## src/rtl/bp_be_issue_scoreboard_mw.sv

```systemverilog
// Multi-issue hazard detector and register scoreboard.
// Decides per cycle which prefix of an in-order issue group may dispatch. The decision looks at
// RAW/WAW hazards against pending writes and within the group, at memory credits, and at
// serialising ops. It also holds the scoreboard and the credit count, and keeps a stall counter.
module bp_be_issue_scoreboard_mw #(
    parameter int unsigned issue_width_p    = 2,
    parameter int unsigned wb_ports_p       = 2,
    parameter int unsigned reg_addr_width_p = 5,
    parameter int unsigned credits_p        = 4,
    localparam int unsigned rf_els_lp       = 2 ** reg_addr_width_p,
    localparam int unsigned cnt_width_lp    = $clog2(credits_p + 1)
) (
    input  logic                                     clk_i,
    input  logic                                     reset_n_i,
    input  logic [issue_width_p-1:0]                 iss_v_i,
    input  logic [issue_width_p-1:0]                 iss_rs1_v_i,
    input  logic [issue_width_p*reg_addr_width_p-1:0] iss_rs1_addr_i,
    input  logic [issue_width_p-1:0]                 iss_rs2_v_i,
    input  logic [issue_width_p*reg_addr_width_p-1:0] iss_rs2_addr_i,
    input  logic [issue_width_p-1:0]                 iss_rd_w_v_i,
    input  logic [issue_width_p*reg_addr_width_p-1:0] iss_rd_addr_i,
    input  logic [issue_width_p-1:0]                 iss_mem_v_i,
    input  logic [issue_width_p-1:0]                 iss_serial_v_i,
    input  logic [wb_ports_p-1:0]                    wb_v_i,
    input  logic [wb_ports_p*reg_addr_width_p-1:0]   wb_rd_addr_i,
    input  logic                                     mem_ret_v_i,
    input  logic                                     flush_i,
    input  logic                                     debug_mode_i,
    input  logic                                     single_step_i,
    output logic [issue_width_p-1:0]                 dispatch_v_o,
    output logic [rf_els_lp-1:0]                     scoreboard_o,
    output logic                                     credits_empty_o,
    output logic                                     credits_full_o,
    output logic [15:0]                              stall_cnt_o,
    output logic                                     credit_err_o
);

    localparam int unsigned W = reg_addr_width_p;

    logic [rf_els_lp-1:0]     sb_q, sb_d;
    logic [cnt_width_lp-1:0]  cnt_q, cnt_d;
    logic [15:0]              stall_q, stall_d;
    logic                     err_q, err_d;
    logic [issue_width_p-1:0] ok;
    logic [issue_width_p-1:0] disp;

    // Per-slot legality from current state only; same-cycle writebacks/returns are not bypassed.
    always_comb begin : hazard_check
        logic [W-1:0] rs1, rs2, rd, rd_j;
        int unsigned  mem_before;
        ok = '0;
        for (int k = 0; k < int'(issue_width_p); k++) begin
            rs1        = iss_rs1_addr_i[k*W +: W];
            rs2        = iss_rs2_addr_i[k*W +: W];
            rd         = iss_rd_addr_i[k*W +: W];
            mem_before = 0;
            ok[k]      = iss_v_i[k];
            if (iss_rs1_v_i[k] && sb_q[rs1]) ok[k] = 1'b0;
            if (iss_rs2_v_i[k] && sb_q[rs2]) ok[k] = 1'b0;
            if (iss_rd_w_v_i[k] && (rd != '0) && sb_q[rd]) ok[k] = 1'b0;
            for (int j = 0; j < k; j++) begin
                rd_j = iss_rd_addr_i[j*W +: W];
                if (iss_rd_w_v_i[j] && (rd_j != '0)) begin
                    if (iss_rs1_v_i[k] && (rs1 == rd_j)) ok[k] = 1'b0;
                    if (iss_rs2_v_i[k] && (rs2 == rd_j)) ok[k] = 1'b0;
                    if (iss_rd_w_v_i[k] && (rd == rd_j)) ok[k] = 1'b0;
                end
                if (iss_serial_v_i[j]) ok[k] = 1'b0;
                mem_before = mem_before + 32'(iss_mem_v_i[j]);
            end
            if (iss_mem_v_i[k] && (32'(cnt_q) + mem_before + 32'd1 > credits_p)) ok[k] = 1'b0;
            // Serialising ops need a fully drained pipe and must lead the group.
            if (iss_serial_v_i[k] && ((k != 0) || (sb_q != '0) || (cnt_q != '0))) ok[k] = 1'b0;
        end
    end

    // Prefix-contiguous dispatch with global gates; nothing leaves while in reset.
    always_comb begin : dispatch_mask
        disp    = '0;
        disp[0] = ok[0];
        for (int k = 1; k < int'(issue_width_p); k++) begin
            disp[k] = ok[k] & disp[k-1] & ~single_step_i;
        end
        if (flush_i || debug_mode_i || !reset_n_i) disp = '0;
    end

    // Next-state for scoreboard, credits, stall counter and error flag.
    always_comb begin : next_state
        logic [W-1:0] a;
        int unsigned  mem_disp;
        int unsigned  cnt_tmp;
        sb_d     = sb_q;
        err_d    = err_q;
        mem_disp = 0;
        for (int p = 0; p < int'(wb_ports_p); p++) begin
            a = wb_rd_addr_i[p*W +: W];
            if (wb_v_i[p]) sb_d[a] = 1'b0;
        end
        // Sets after clears so a same-cycle dispatch wins over a writeback.
        for (int k = 0; k < int'(issue_width_p); k++) begin
            a = iss_rd_addr_i[k*W +: W];
            if (disp[k] && iss_rd_w_v_i[k] && (a != '0)) sb_d[a] = 1'b1;
            mem_disp = mem_disp + 32'(disp[k] & iss_mem_v_i[k]);
        end
        sb_d[0] = 1'b0;
        if (flush_i) sb_d = '0;

        if (mem_ret_v_i && (cnt_q == '0) && (mem_disp == 0)) begin
            cnt_tmp = 0;
            err_d   = 1'b1;
        end else begin
            cnt_tmp = 32'(cnt_q) + mem_disp - 32'(mem_ret_v_i);
        end
        cnt_d = cnt_width_lp'(cnt_tmp);

        stall_d = stall_q;
        if (iss_v_i[0] && !disp[0] && (stall_q != 16'hFFFF)) stall_d = stall_q + 16'd1;
    end

    // State registers.
    always_ff @(posedge clk_i or negedge reset_n_i) begin
        if (!reset_n_i) begin
            sb_q    <= '0;
            cnt_q   <= '0;
            stall_q <= '0;
            err_q   <= 1'b0;
        end else begin
            sb_q    <= sb_d;
            cnt_q   <= cnt_d;
            stall_q <= stall_d;
            err_q   <= err_d;
        end
    end

    assign dispatch_v_o    = disp;
    assign scoreboard_o    = sb_q;
    assign credits_empty_o = (cnt_q == '0);
    assign credits_full_o  = (cnt_q == cnt_width_lp'(credits_p));
    assign stall_cnt_o     = stall_q;
    assign credit_err_o    = err_q;

endmodule

```

## config.mk

```make
export PLATFORM = sky130hd
export DESIGN_NAME = bp_be_issue_scoreboard_mw
export DESIGN_NICKNAME = d
export VERILOG_FILES = /design/src/rtl/bp_be_issue_scoreboard_mw.sv
export SDC_FILE = /design/constraint.sdc
export NUM_CORES = 1
export LEC_CHECK = 0
export CAP_MARGIN = 20
export CORE_ASPECT_RATIO = 0.6
export CORE_UTILIZATION = 53
export DETAILED_ROUTE_END_ITERATION = 8
export PLACE_DENSITY = 0.82
export SYNTH_ARGS = -nofsm -noshare
export SYNTH_HDL_FRONTEND = slang
export SYNTH_SLANG_ARGS = --single-unit
export TNS_END_PERCENT = 1
```

## constraint.sdc

```tcl
create_clock -name clk_i -period 4.5 [get_ports clk_i]
set_input_delay 0.675 -clock clk_i [delete_from_list [all_inputs] [get_ports clk_i]]
set_output_delay 0.675 -clock clk_i [all_outputs]
set_load 0.01 [all_outputs]
```

==> results.md, run 1 <==
* Routability cong. at 1.09
* Slew @ Worst Pin at 1190 ps
* Clk Latency, worst-skew pair at 310 ps
* Largest net degree at the start of global routing at 52
* Tcrit/Tclk final at 97.3%
* Vias/cell at 7.20
* Ys flop type: dfrtp_1
* EDFF count, synth at 0
* Cell Pwr Density at 230 nW/um^2
* Worst VDD drop at 0.000276 V
* Mean post-synth cell area at 8.83 um^2
* Fmax at 0.228 GHz
* RSZ-0062 raised after global routing: no
* Crit path DAT at 4560 ps
* Fillers at 740
* R2R Setup Slk at 330 ps
* DRC errors left at 0
* Post-Layout Cell Count at 913
* Syn. warnings at 0
* Seq/Total Area, Yosys at 22.6%
* # diodes at 0
* Global-route wire length before repair at 34,800 um
* Met3 usage at 19.2%
* Post-Syn Instances at 639
* Gr busiest metal: met2
* Mapped Area at 5640 um^2
* Share of cells above drive strength 1 at 18.4%
* Number of global-route vias before repair at 6,150
* Port Buffers at 111
* Reg clk slew, reported paths at 70 ps
* Die ar. at 11,100 um^2
* P&R area growth vs syn at 31.1%
* Max Clock Skew at 5.95 ps
* CTS tree: yes
* Largest fanout on the critical path at 2
* Most common cell after layout, fill and taps aside: clkdlybuf4s50_1
* H-tree depth at 2
* Area leader, netlist: dfrtp_1
* Post-Place Cells at 904
* Wire per inst at 26.3 um
* Final hold violations at 0
* Die Y at 81.9 um
* Synth top area cells: dfrtp_1, mux4_2, mux2i_1
* Max-capacitance violation count at 0
* Multi-input gate area at 4110 um^2
* CP Data Required Time at 4690 ps
* # clock sinks at 51
* Cell variety after synth at 69
* Final design utilization at 73.3%
* Clock Tree Buf Depth at 2
* Row count at 28
* Wirelength, routed at 24,000 um
* Max Transition Viols Final at 0
* Initial Util at 55.9%
* Pre-antenna DRT Iters at 7
* Initial antenna violation count at 0
* Met1 usage at 55.0%
* Core area at 10,100 um^2
* GRT overflow at 0
* Asr flop ratio synth at 100%
* DR vias at 6,573
* Total area of sequential cells at 1280 um^2
* Hold Crit Class: flip-flop to flip-flop
* Antenna Nets Post-Route at 0
* Fin crit period at 4380 ps
* M2 GR Usage at 60.6%
* Die width at 135 um
* Hold WS at 479 ps
* Number of synthesized register bits at 51
* Initial detailed-routing violation count at 1,095
* GRT Total Usage at 43.0%
* Final setup violation count at 0
* Worst Setup End Kind: flip-flop
* Critical path type: primary input to flip-flop
* Layout net count at 846
* IO Count at 113
* Most frequent cells in the layout: clkdlybuf4s50_1, buf_4, nand2_1
* Clock root buffer: clkbuf_16
* Post-synth top area share at 22.6%
* Outcome: finished clean
* Slew HR at 20.7%
* CTS Buf Count at 5
* Post-Syn Nets at 708
* CP Launch Type: primary input
* Leak Pwr at 2.84 nW
* HPWL after DPL at 17,400 um
## synth_stat cells, types with 3 or more instances
master    count
nand2_1      62
dfrtp_1      51
nor2_1       44
nand3_1      34
mux4_2       33
a21oi_1      32
mux2i_1      30
clkbuf_1     27
a31oi_1      24
xor2_1       22
nand2b_1     19
nor3_1       19
nor2b_1      18
o31ai_1      15
nor4_1       14
nor3b_1      13
nand3b_1     12
a221oi_1     11
inv_1        11
buf_2        10
nor4b_1      10
mux2_1        9
a41oi_1       8
ha_1          8
xnor2_1       8
and3_1        7
nand4_1       6
and3b_1       5
nor4_2        5
o31ai_2       5
and2_1        4
buf_1         4
buf_4         4
o22ai_1       4
a21o_1        3
buf_6         3
o211ai_1      3
o21ai_0       3
## worst paths after layout
| check | startpoint | end | cells past startpoint |
|---|---|---|---|
| setup / recovery | iss_rd_addr_i[9] | cnt_q[2] | 19 |
| hold / removal | credit_err_o | credit_err_o | 1 |
| setup reg to reg | scoreboard_o[22] | cnt_q[2] | 18 |
| hold reg to reg | credit_err_o | credit_err_o | 1 |
| max in group asynchronous | reset_n_i | scoreboard_o[28] | 2 |
| min in group asynchronous | reset_n_i | scoreboard_o[7] | 2 |
## cells by family (layout without fill, tap and decap cells)
logic type	after synthesis	after routing	share of synthesized area [%]
other cells	1	1	0.0665
simple gates	288	288	29.3
xor+xnor	30	30	4.66
flops	51	51	22.6
fa+ha+maj	9	9	2.13
mux	73	73	20.5
buf+inv	61	200	4.95
compound gates	126	126	15.8
## metrics by stage
step	area [um^2]	setup TNS, ps	total power, mW	worst slack, ps
CTS	7360	0	1.67	4.67
global route	7390	0	1.77	11.4
global placement	7210	-363	1.23	-284
finish	7390	0	1.70	123
floorplan	5640	0	0.938	164
detailed placement	7210	-615	1.27	-453
## registers in the layout, summed over array words and instances, names as in the netlist
register,count
scoreboard_o,31
stall_cnt_o,16
cnt_q,3
credit_err_o,1
## repair_timing
item / CTS / global route
resized for setup: 2 / 11
pin swaps: 0 / 2
buffers inserted: 0 / 1
setup endpoints to repair: 1 / 2
hold buffers: 0 / 0
## cell type report
class,count,area share (%)
flip-flops and latches,51,17.3
well taps,135,2.28
clock buffers,5,1.69
multi-input cells,527,55.5
repair buffers,179,22.2
inverters,13,0.660
clock inverters,3,0.322
## power breakdown
part / internal (mW) / switching [mW]
combinational: 0.342 / 0.353
clock: 0.210 / 0.199
sequential: 0.522 / 0.0789
total: 1.07 / 0.631
## worst max-delay path: stages
cell             delay, ps
clkdlybuf4s50_1        430
or3_1                  440
o31ai_1                280
nor3_1                 150
nor4_1                 320
nand4_1                210
nor3b_4                260
and3_4                 220
inv_2                   30
ha_1                   270
inv_1                   40
ha_1                   260
inv_1                   50
ha_1                   130
inv_1                   50
fa_2                   350
xnor2_2                170
xnor2_1                140
nor2_1                  70
## per-layer routing
| metal | up-vias | share of wire [%] |
|---|---|---|
| met5 | - | 0 |
| met4 | 0 | 6.2 |
| met3 | 164 | 17 |
| met2 | 604 | 40 |
| met1 | 3086 | 37 |
| li1 | 2719 | - |
No activity file was read; power rests on OpenSTA's default activity.
==> inputs of run 2 (changes only) <==
- CAP_MARGIN: 20 -> default
- CORE_UTILIZATION: 53 -> 30
- PLACE_DENSITY: 0.82 -> 0.63
==> run 2 against run 1 <==
  * The run now ends with design-rule violations left
  * Sequential share of layout area decreased by 0.50 points
  * Sequential power about the same
  * Setup slack got worse by 51 ps
  * Critical endpoint is now dispatch_v_o[1]
  * Power decreased by 2.6%
  * Wire length increased by 2.1%
  * Largest cell class unchanged
  * Clock skew increased by 2.1 ps
  * Clock power about the same
  * Highest routed layer is now met5
  * Fmax decreased by 1.2%
  * Die area increased by 75%
  * Utilization decreased by 32 points
==> results.md, run 2 (same netlist as run 1, synthesis figures left out) <==
* Fmax at 0.226 GHz
* Initial Util at 30.9%
* Failing checks: design-rule violations
* Psw at 594 uW
* Port Buffers at 111
* Seq pwr share at 36.1%
* Initial antenna violation count at 0
* Place WS at -302 ps
* Wire per inst at 23.9 um
* CTS Buf Count at 5
* Most common cell after layout, fill and taps aside: clkdlybuf4s50_1
* Worst VDD drop at 0.000147 V
* DRC errors left at 20
* Pre-antenna DRT Iters at 8
* Post-CTS Hold Buffers at 0
* Largest net degree at the start of global routing at 52
* Max Transition Viols Final at 0
* Clock Tree Buf Depth at 2
* CTS tree: yes
* Tcrit/Tclk final at 98.4%
* Wirelength, routed at 24,500 um
* Row count at 38
* HPWL after DPL at 18,500 um
* Leak Pwr at 2.89 nW
* Max Clock Skew at 8.01 ps
* RSZ-0062 raised after global routing: yes
* Layout net count at 855
* Largest register FFs at 31
* Die ar. at 19,400 um^2
* P&R area growth vs syn at 35.0%
* Final instance area at 7610 um^2
* CP Launch Type: primary input
* Final design utilization at 41.7%
* # clock sinks at 51
* Vias/cell at 6.17
* Combinational share of power at 39.5%
* Number of global-route vias before repair at 6,030
* Final setup violation count at 0
* H-tree depth at 2
* Largest fanout on the critical path at 9
* Slew @ Worst Pin at 1070 ps
* Share of cells above drive strength 1 at 18.8%
* GRT Total Usage at 25.9%
* Core area at 18,300 um^2
* Routability cong. at 1.04
* Placed Instance Area at 7440 um^2
* WP buf/inv at 4
* CP max stage cell: clkdlybuf4s50_1
* Final hold violations at 0
* Cell Pwr Density at 218 nW/um^2
* Clock root buffer: clkbuf_16
* Global-route wire length before repair at 37,000 um
* CP Data Required Time at 3830 ps
* PnR worst setup slack at 71.8 ps
* IO Count at 113
* DR vias at 6,337
* Most frequent cells in the layout: clkdlybuf4s50_1, buf_4, nand2_1
* Crit path DAT at 3750 ps
* Fin Setup TNS at 0 ps
* Hold Crit Class: flip-flop to flip-flop
* Sw Share at 35.8%
* Reg clk slew, reported paths at 70 ps
* Die width at 179 um
* Internal Pwr Total at 1.07 mW
* Slew HR at 28.2%
* Clk Latency, worst-skew pair at 300 ps
* CP delay by family, top: buffers and inverters
* Critical path type: primary input to primary output
* CP peak stage delay at 590 ps
* Die Y at 108 um
* # diodes at 0
* Antenna Nets Post-Route at 0
* Crit-path cells: clkdlybuf4s50_1, mux4_2, mux2_2, a21o_1, o21ai_1, o21ai_2, nor2_1, buf_4, buf_4, and2_1, clkdlybuf4s50_1
* Max-capacitance violation count at 0
* Initial detailed-routing violation count at 878
* Worst Setup End Kind: primary output
* Outcome: complete, but fails checks
* Clock group share of total power at 24.5%
* GRT overflow at 0
* Fin crit period at 4430 ps
run 2: worst paths after layout:
kind	start	end	slack, ps	depth (start not counted)
worst max-delay path	iss_rs2_addr_i[1]	dispatch_v_o[1]	70	11
worst min-delay path	credit_err_o	credit_err_o	500	1
worst max register to register	scoreboard_o[15]	cnt_q[2]	460	17
worst min register to register	credit_err_o	credit_err_o	500	1
max in group asynchronous	reset_n_i	scoreboard_o[3]	3510	2
min in group asynchronous	reset_n_i	cnt_q[2]	510	2
run 2: what timing repair did:
item,4_1_cts,5_1_grt
setup endpoints to repair,0,2
setup buffers,0,1
resized for setup,0,6
run 2: through the flow:
step	hold WS, ps	instances	power (mW)
2_1_floorplan	379	639	0.938
3_3_place_gp	469	1018	1.24
3_5_place_dp	475	1018	1.25
4_1_cts	503	1026	1.66
5_1_grt	541	1027	1.76
6_report	496	1027	1.66
run 2: worst reg2reg max path, cell delays in order, from the launching register on:
cell,delay (ps)
dfrtp_1,530
mux4_2,530
mux4_2,470
o211ai_1,250
nand4_1,180
nor3b_4,210
and3_1,220
inv_2,40
ha_1,260
inv_1,40
ha_1,260
inv_1,50
ha_1,120
inv_1,50
fa_1,370
xnor2_1,180
xnor2_1,130
nor2_1,50
run 2: metal layers:
layer | up-vias | wire length (um) | track usage (%)
met5 | - | 45 | 1.82
met4 | 3 | 589 | 6.42
met3 | 68 | 3800 | 9.81
met2 | 490 | 9290 | 34.1
met1 | 3052 | 10800 | 38.4
li1 | 2724 | - | -
run 2: power by group through the flow:
stage                     logic, mW  clock network, mW  registers, mW
after global placement        0.637                  0          0.607
after global routing          0.718              0.431          0.612
final                         0.655              0.406          0.599
after CTS                     0.649              0.411          0.600
after floorplan               0.325                  0          0.613
after detailed placement      0.645                  0          0.608
run 2: area by class of cell:
cell class | instances | area (um^2)
clock buffer | 5 | 125
clock inverter | 3 | 27.5
fill | 1877 | 10600
inverter | 13 | 48.8
multi-input combinational | 527 | 4090
sequential | 51 | 1280
tap | 240 | 300
timing repair buffer | 188 | 1740
